--- config.mk ---
export PLATFORM = sky130hd
export DESIGN_NAME = piso_tx_ctrl
export DESIGN_NICKNAME = d
export VERILOG_FILES = /design/src/rtl/piso_tx_ctrl.sv
export SDC_FILE = /design/constraint.sdc
export NUM_CORES = 1
export LEC_CHECK = 0
export CAP_MARGIN = 10
export CORE_MARGIN = 5
export CORE_UTILIZATION = 50
export CTS_BUF_LIST = sky130_fd_sc_hd__clkbuf_8
export CTS_CLUSTER_SIZE = 24
export DETAILED_ROUTE_END_ITERATION = 16
export DONT_BUFFER_PORTS = 1
export SYNTH_ARGS = -nofsm -noshare
export SYNTH_HDL_FRONTEND = slang
export SYNTH_SLANG_ARGS = --single-unit
--- constraint.sdc ---
create_clock -name clk -period 4.55 [get_ports clk]
set_input_delay 0.455 -clock clk [delete_from_list [all_inputs] [get_ports clk]]
set_output_delay 0.455 -clock clk [all_outputs]
set_load 0.01 [all_outputs]
--- src/rtl/piso_tx_ctrl.sv ---
// piso_tx_ctrl: parallel-in/serial-out transmit controller.
// Accepts WIDTH-bit words over a valid/ready handshake and shifts each one
// out MSB-first. Each bit is held for DIV clocks, and each frame is followed
// by an idle gap of GAP*DIV clocks.
//
// Ports:
//   clk       - single clock, rising edge
//   reset     - synchronous, active-high
//   in_valid  - source offers in_data
//   in_data   - parallel word, sampled on the accept cycle only
//   in_ready  - high in IDLE when reset is low
//   ser_out   - serial data, MSB first, 0 outside SHIFT
//   ser_valid - high while a frame bit is on ser_out
//   done      - one-cycle pulse on the last cycle of the last bit
//   busy      - high in SHIFT and GAP
module piso_tx_ctrl #(
  parameter int unsigned WIDTH = 8,
  parameter int unsigned DIV   = 4,
  parameter int unsigned GAP   = 1
) (
  input  logic             clk,
  input  logic             reset,
  input  logic             in_valid,
  input  logic [WIDTH-1:0] in_data,
  output logic             in_ready,
  output logic             ser_out,
  output logic             ser_valid,
  output logic             done,
  output logic             busy
);

  localparam int unsigned BIT_W    = $clog2(WIDTH);
  localparam int unsigned DIV_W    = (DIV > 1) ? $clog2(DIV) : 1;
  localparam int unsigned GAP_CYC  = GAP * DIV;
  localparam int unsigned GAP_W    = (GAP_CYC > 1) ? $clog2(GAP_CYC) : 1;
  localparam int unsigned BIT_LAST = WIDTH - 1;
  localparam int unsigned BIT_PEN  = WIDTH - 2;
  localparam int unsigned DIV_LAST = DIV - 1;
  localparam int unsigned DIV_PEN  = (DIV > 1) ? DIV - 2 : 0;
  localparam int unsigned GAP_LAST = (GAP_CYC > 0) ? GAP_CYC - 1 : 0;

  typedef enum logic [1:0] {
    ST_IDLE  = 2'd0,
    ST_SHIFT = 2'd1,
    ST_GAP   = 2'd2
  } state_t;

  state_t           state;
  logic [WIDTH-1:0] sh;
  logic [BIT_W-1:0] bit_cnt;
  logic [DIV_W-1:0] div_cnt;
  logic [GAP_W-1:0] gap_cnt;

  logic last_div;
  logic last_bit;

  assign last_div = (div_cnt == DIV_W'(DIV_LAST));
  assign last_bit = (bit_cnt == BIT_W'(BIT_LAST));

  // Reset gates ready so a word offered during reset is never taken.
  assign in_ready = (state == ST_IDLE) && !reset;

  // State, datapath and registered outputs. Outputs are loaded one edge
  // ahead so that they describe the state being entered; done uses a
  // lookahead on the counters to land on the final cycle of the last bit.
  always_ff @(posedge clk) begin
    if (reset) begin
      state     <= ST_IDLE;
      sh        <= '0;
      bit_cnt   <= '0;
      div_cnt   <= '0;
      gap_cnt   <= '0;
      ser_out   <= 1'b0;
      ser_valid <= 1'b0;
      done      <= 1'b0;
      busy      <= 1'b0;
    end else begin
      case (state)
        ST_IDLE: begin
          if (in_valid) begin
            state     <= ST_SHIFT;
            sh        <= in_data;
            bit_cnt   <= '0;
            div_cnt   <= '0;
            gap_cnt   <= '0;
            ser_out   <= in_data[WIDTH-1];
            ser_valid <= 1'b1;
            busy      <= 1'b1;
            done      <= 1'b0;
          end
        end

        ST_SHIFT: begin
          if (last_div) begin
            div_cnt <= '0;
            if (last_bit) begin
              // Frame finished: drop the line and move to the gap or idle.
              sh        <= '0;
              bit_cnt   <= '0;
              ser_out   <= 1'b0;
              ser_valid <= 1'b0;
              done      <= 1'b0;
              gap_cnt   <= '0;
              if (GAP_CYC > 0) begin
                state <= ST_GAP;
                busy  <= 1'b1;
              end else begin
                state <= ST_IDLE;
                busy  <= 1'b0;
              end
            end else begin
              sh      <= {sh[WIDTH-2:0], 1'b0};
              ser_out <= sh[WIDTH-2];
              bit_cnt <= bit_cnt + BIT_W'(1);
              // With DIV=1 the last bit lasts a single cycle.
              done    <= (DIV == 1) && (bit_cnt == BIT_W'(BIT_PEN));
            end
          end else begin
            div_cnt <= div_cnt + DIV_W'(1);
            done    <= last_bit && (div_cnt == DIV_W'(DIV_PEN));
          end
        end

        ST_GAP: begin
          if (gap_cnt == GAP_W'(GAP_LAST)) begin
            state <= ST_IDLE;
            busy  <= 1'b0;
          end else begin
            gap_cnt <= gap_cnt + GAP_W'(1);
          end
        end

        default: begin
          state     <= ST_IDLE;
          ser_out   <= 1'b0;
          ser_valid <= 1'b0;
          done      <= 1'b0;
          busy      <= 1'b0;
        end
      endcase
    end
  end

endmodule

==> impl_metrics.ini <==
[min_path]
min_path_cells = 1
hold_class = in -> reg
worstHoldStart = reset
worstHoldEndpoint = bit_cnt[0]$_SDFFE_PP0P_

[cts]
clock_path_buffers = 2
post_cts_buffers = 0
holdBufCountCts = 0
clk_latency_ns = 0.25
cts_tree = yes
clkTransAtPathRegs_ns = 0.08
cts_root_buffer = clkbuf_8
post_cts_resized = 0
ctsHtreeMaxLevel = 1
cts_buffers = 3
clock-sinks = 20

[floorplan]
core_area_sq_um = 2000
rows = 16
dieWidth_um = 56.4
initial_core_util = 0.539
ios = 16
fp.dieArea_sq_um = 3190
die_h_um = 56.4

[critical_path]
path_class = reg -> reg
crit_start = state[0]$_SDFFE_PP0P_
arrival_ns = 1.96
r2r-end = sh[3]$_SDFFE_PP0P_
slowest_delay_ns = 0.73
cp-end-kind = flop
reg2reg_from = state[0]$_SDFFE_PP0P_
crit_chain = inv_1, a2111oi_0, nor3_1
worstPathRequired_ns = 4.69
reg2reg_slack_ns = 2.73
crit_fanout = 21
cp-start-kind = flop
critPathSlowestCell = dfxtp_1
r2r.worst_path.cells = 3

[cells_and_area]
drive_above_1_share = 0.105
diodes = 0
nets = 131
fill_cells = 192
syn_to_final_growth_pct = 1.86

[pwr]
p_per_area_nw_per_um2 = 328
leakage_nw = 0.381
power_uw = 360
ir_worst_vdd_uv = 165

[global_routing]
grt_pass1_vias = 780
overflow = 0
grt_pass1_wl_um = 3730
grt_util_all_layers = 0.144
grt_max_degree = 30
antenna_found_initial = 0

[yosys]
netlist_instances = 121
ys_ff_latch = 20
synth_seq_area_share = 0.371
yosys_warnings = 0
netlist_area_sq_um = 1080
ys_async_sr_fraction = 0
syn_nets = 137
syn_avg_cell_area_sq_um = 8.91
synth.most_common_cell = dfxtp_1
synth_ff_type = dfxtp_1
synth_edf_count = 0
yosys.area.top_type = dfxtp_1
synth_common_cells = dfxtp_1, a21oi_1, nor3_1, o21ai_0, a2111oi_0
synth_top_area_share = 0.371
synthDistinctLibCells = 33
yosys-top-cells-area = dfxtp_1, a21oi_1, and4bb_2

[timing]
finalCritPeriodShare = 0.400
tightest_slew_ns = 0.811
fmax_mhz = 549
fin_skew_ns = 0.00520
hold_viol = 0
setup_viol = 0
grt_setup_unrepaired = no
max_slew_margin = 0.459
drv_slew = 0
fin_setup_tns_ns = 0
period_needed_ns = 1.82

[routing]
drc = 0
first_iter_violations = 12
vias_per_cell = 6.41
drt_pass1_iterations = 4
routed-via-count = 904
routedWlPerCell_um = 16.7
ant_nets = 0
drt-total-wl_um = 2360

[placed_design]
dp_hpwl_um = 1560
io_buffers = 0
place_congestion = 0.701

[job]
maxCapViolations = 0

[status]
status = finished clean
cell families after synthesis:
kind of cell | Yosys count | synth area share
adders and majority gates | 5 | 0.0580
and+or+nand+nor | 41 | 0.253
DFF | 20 | 0.371
AOI/OAI and AO/OA | 37 | 0.213
buffers and inverters | 16 | 0.0812
muxes | 2 | 0.0232
cell usage in the layout (no fill, tap or decap), types with 2 or more instances in the layout:
cell / count
a2111oi_0: 6
a211oi_1: 2
a21oi_1: 16
and4bb_2: 5
clkbuf_8: 4
dfxtp_1: 20
ha_1: 5
inv_1: 5
nand2_1: 4
nand2b_1: 3
nand3_1: 4
nand3b_1: 2
nand4_1: 3
nand4b_1: 2
nor2_1: 3
nor2b_1: 3
nor3_1: 7
o21ai_0: 7
o32ai_1: 2
state kept, by name, indices dropped and copies added (netlist names):
name / flops
gap_cnt: 2
bit_cnt: 3
busy: 1
sh: 7
done: 1
state: 2
div_cnt: 2
ser_out: 1
ser_valid: 1
worst max path at each step:
stage               slack [ns]                 end  cells after the start
CTS                       2.76  sh[3]$_SDFFE_PP0P_                      3
global placement          2.83  sh[4]$_SDFFE_PP0P_                      3
global route              2.57  sh[3]$_SDFFE_PP0P_                      3
detailed placement        2.77  sh[3]$_SDFFE_PP0P_                      3
floorplan                 3.05  sh[2]$_SDFFE_PP0P_                      6
finish                    2.73  sh[3]$_SDFFE_PP0P_                      3
metrics by stage:
step                utilization  worst slack, ns  std cells  hold slack, ns  instance area (sq um)
finish                    0.549             2.73        141           0.263                   1100
global route              0.549             2.57        141           0.248                   1100
CTS                       0.549             2.76        141           0.256                   1100
detailed placement        0.521             2.77        137           0.471                   1040
global placement          0.521             2.83        137           0.459                   1040
floorplan                     -             3.05        121           0.453                   1080
final cells by class:
type | count | area [sq um] | share of cell area
Clock buffer | 4 | 55.1 | 0.0501
Tap cell | 27 | 33.8 | 0.0308
Multi-Input combinational cell | 85 | 591 | 0.538
Inverter | 5 | 18.8 | 0.0171
Sequential cell | 20 | 400 | 0.364
layer usage:
layer	wire length, um	vias to the layer above	GRT usage
met5	0	-	0
met4	17	0	0.0407
met3	162	4	0.0550
met2	1040	19	0.206
met1	1130	436	0.198
li1	-	445	-
critical path: cells and delay by family (launching register included):
family | cells | cell delay (ns)
flip-flops | 1 | 0.73
AO/OA/AOI/OAI | 1 | 0.51
AND/OR/NAND/NOR | 1 | 0.08
buffers and inverters | 1 | 0.38
report_power, final:
part / leakage [nW] / switching (mW) / internal, mW
clock: 0.0288 / 0.0574 / 0.0769
combinational: 0.188 / 0.0167 / 0.0152
sequential: 0.164 / 0.00970 / 0.184
Note: power is estimated with default switching activity, not from simulation.
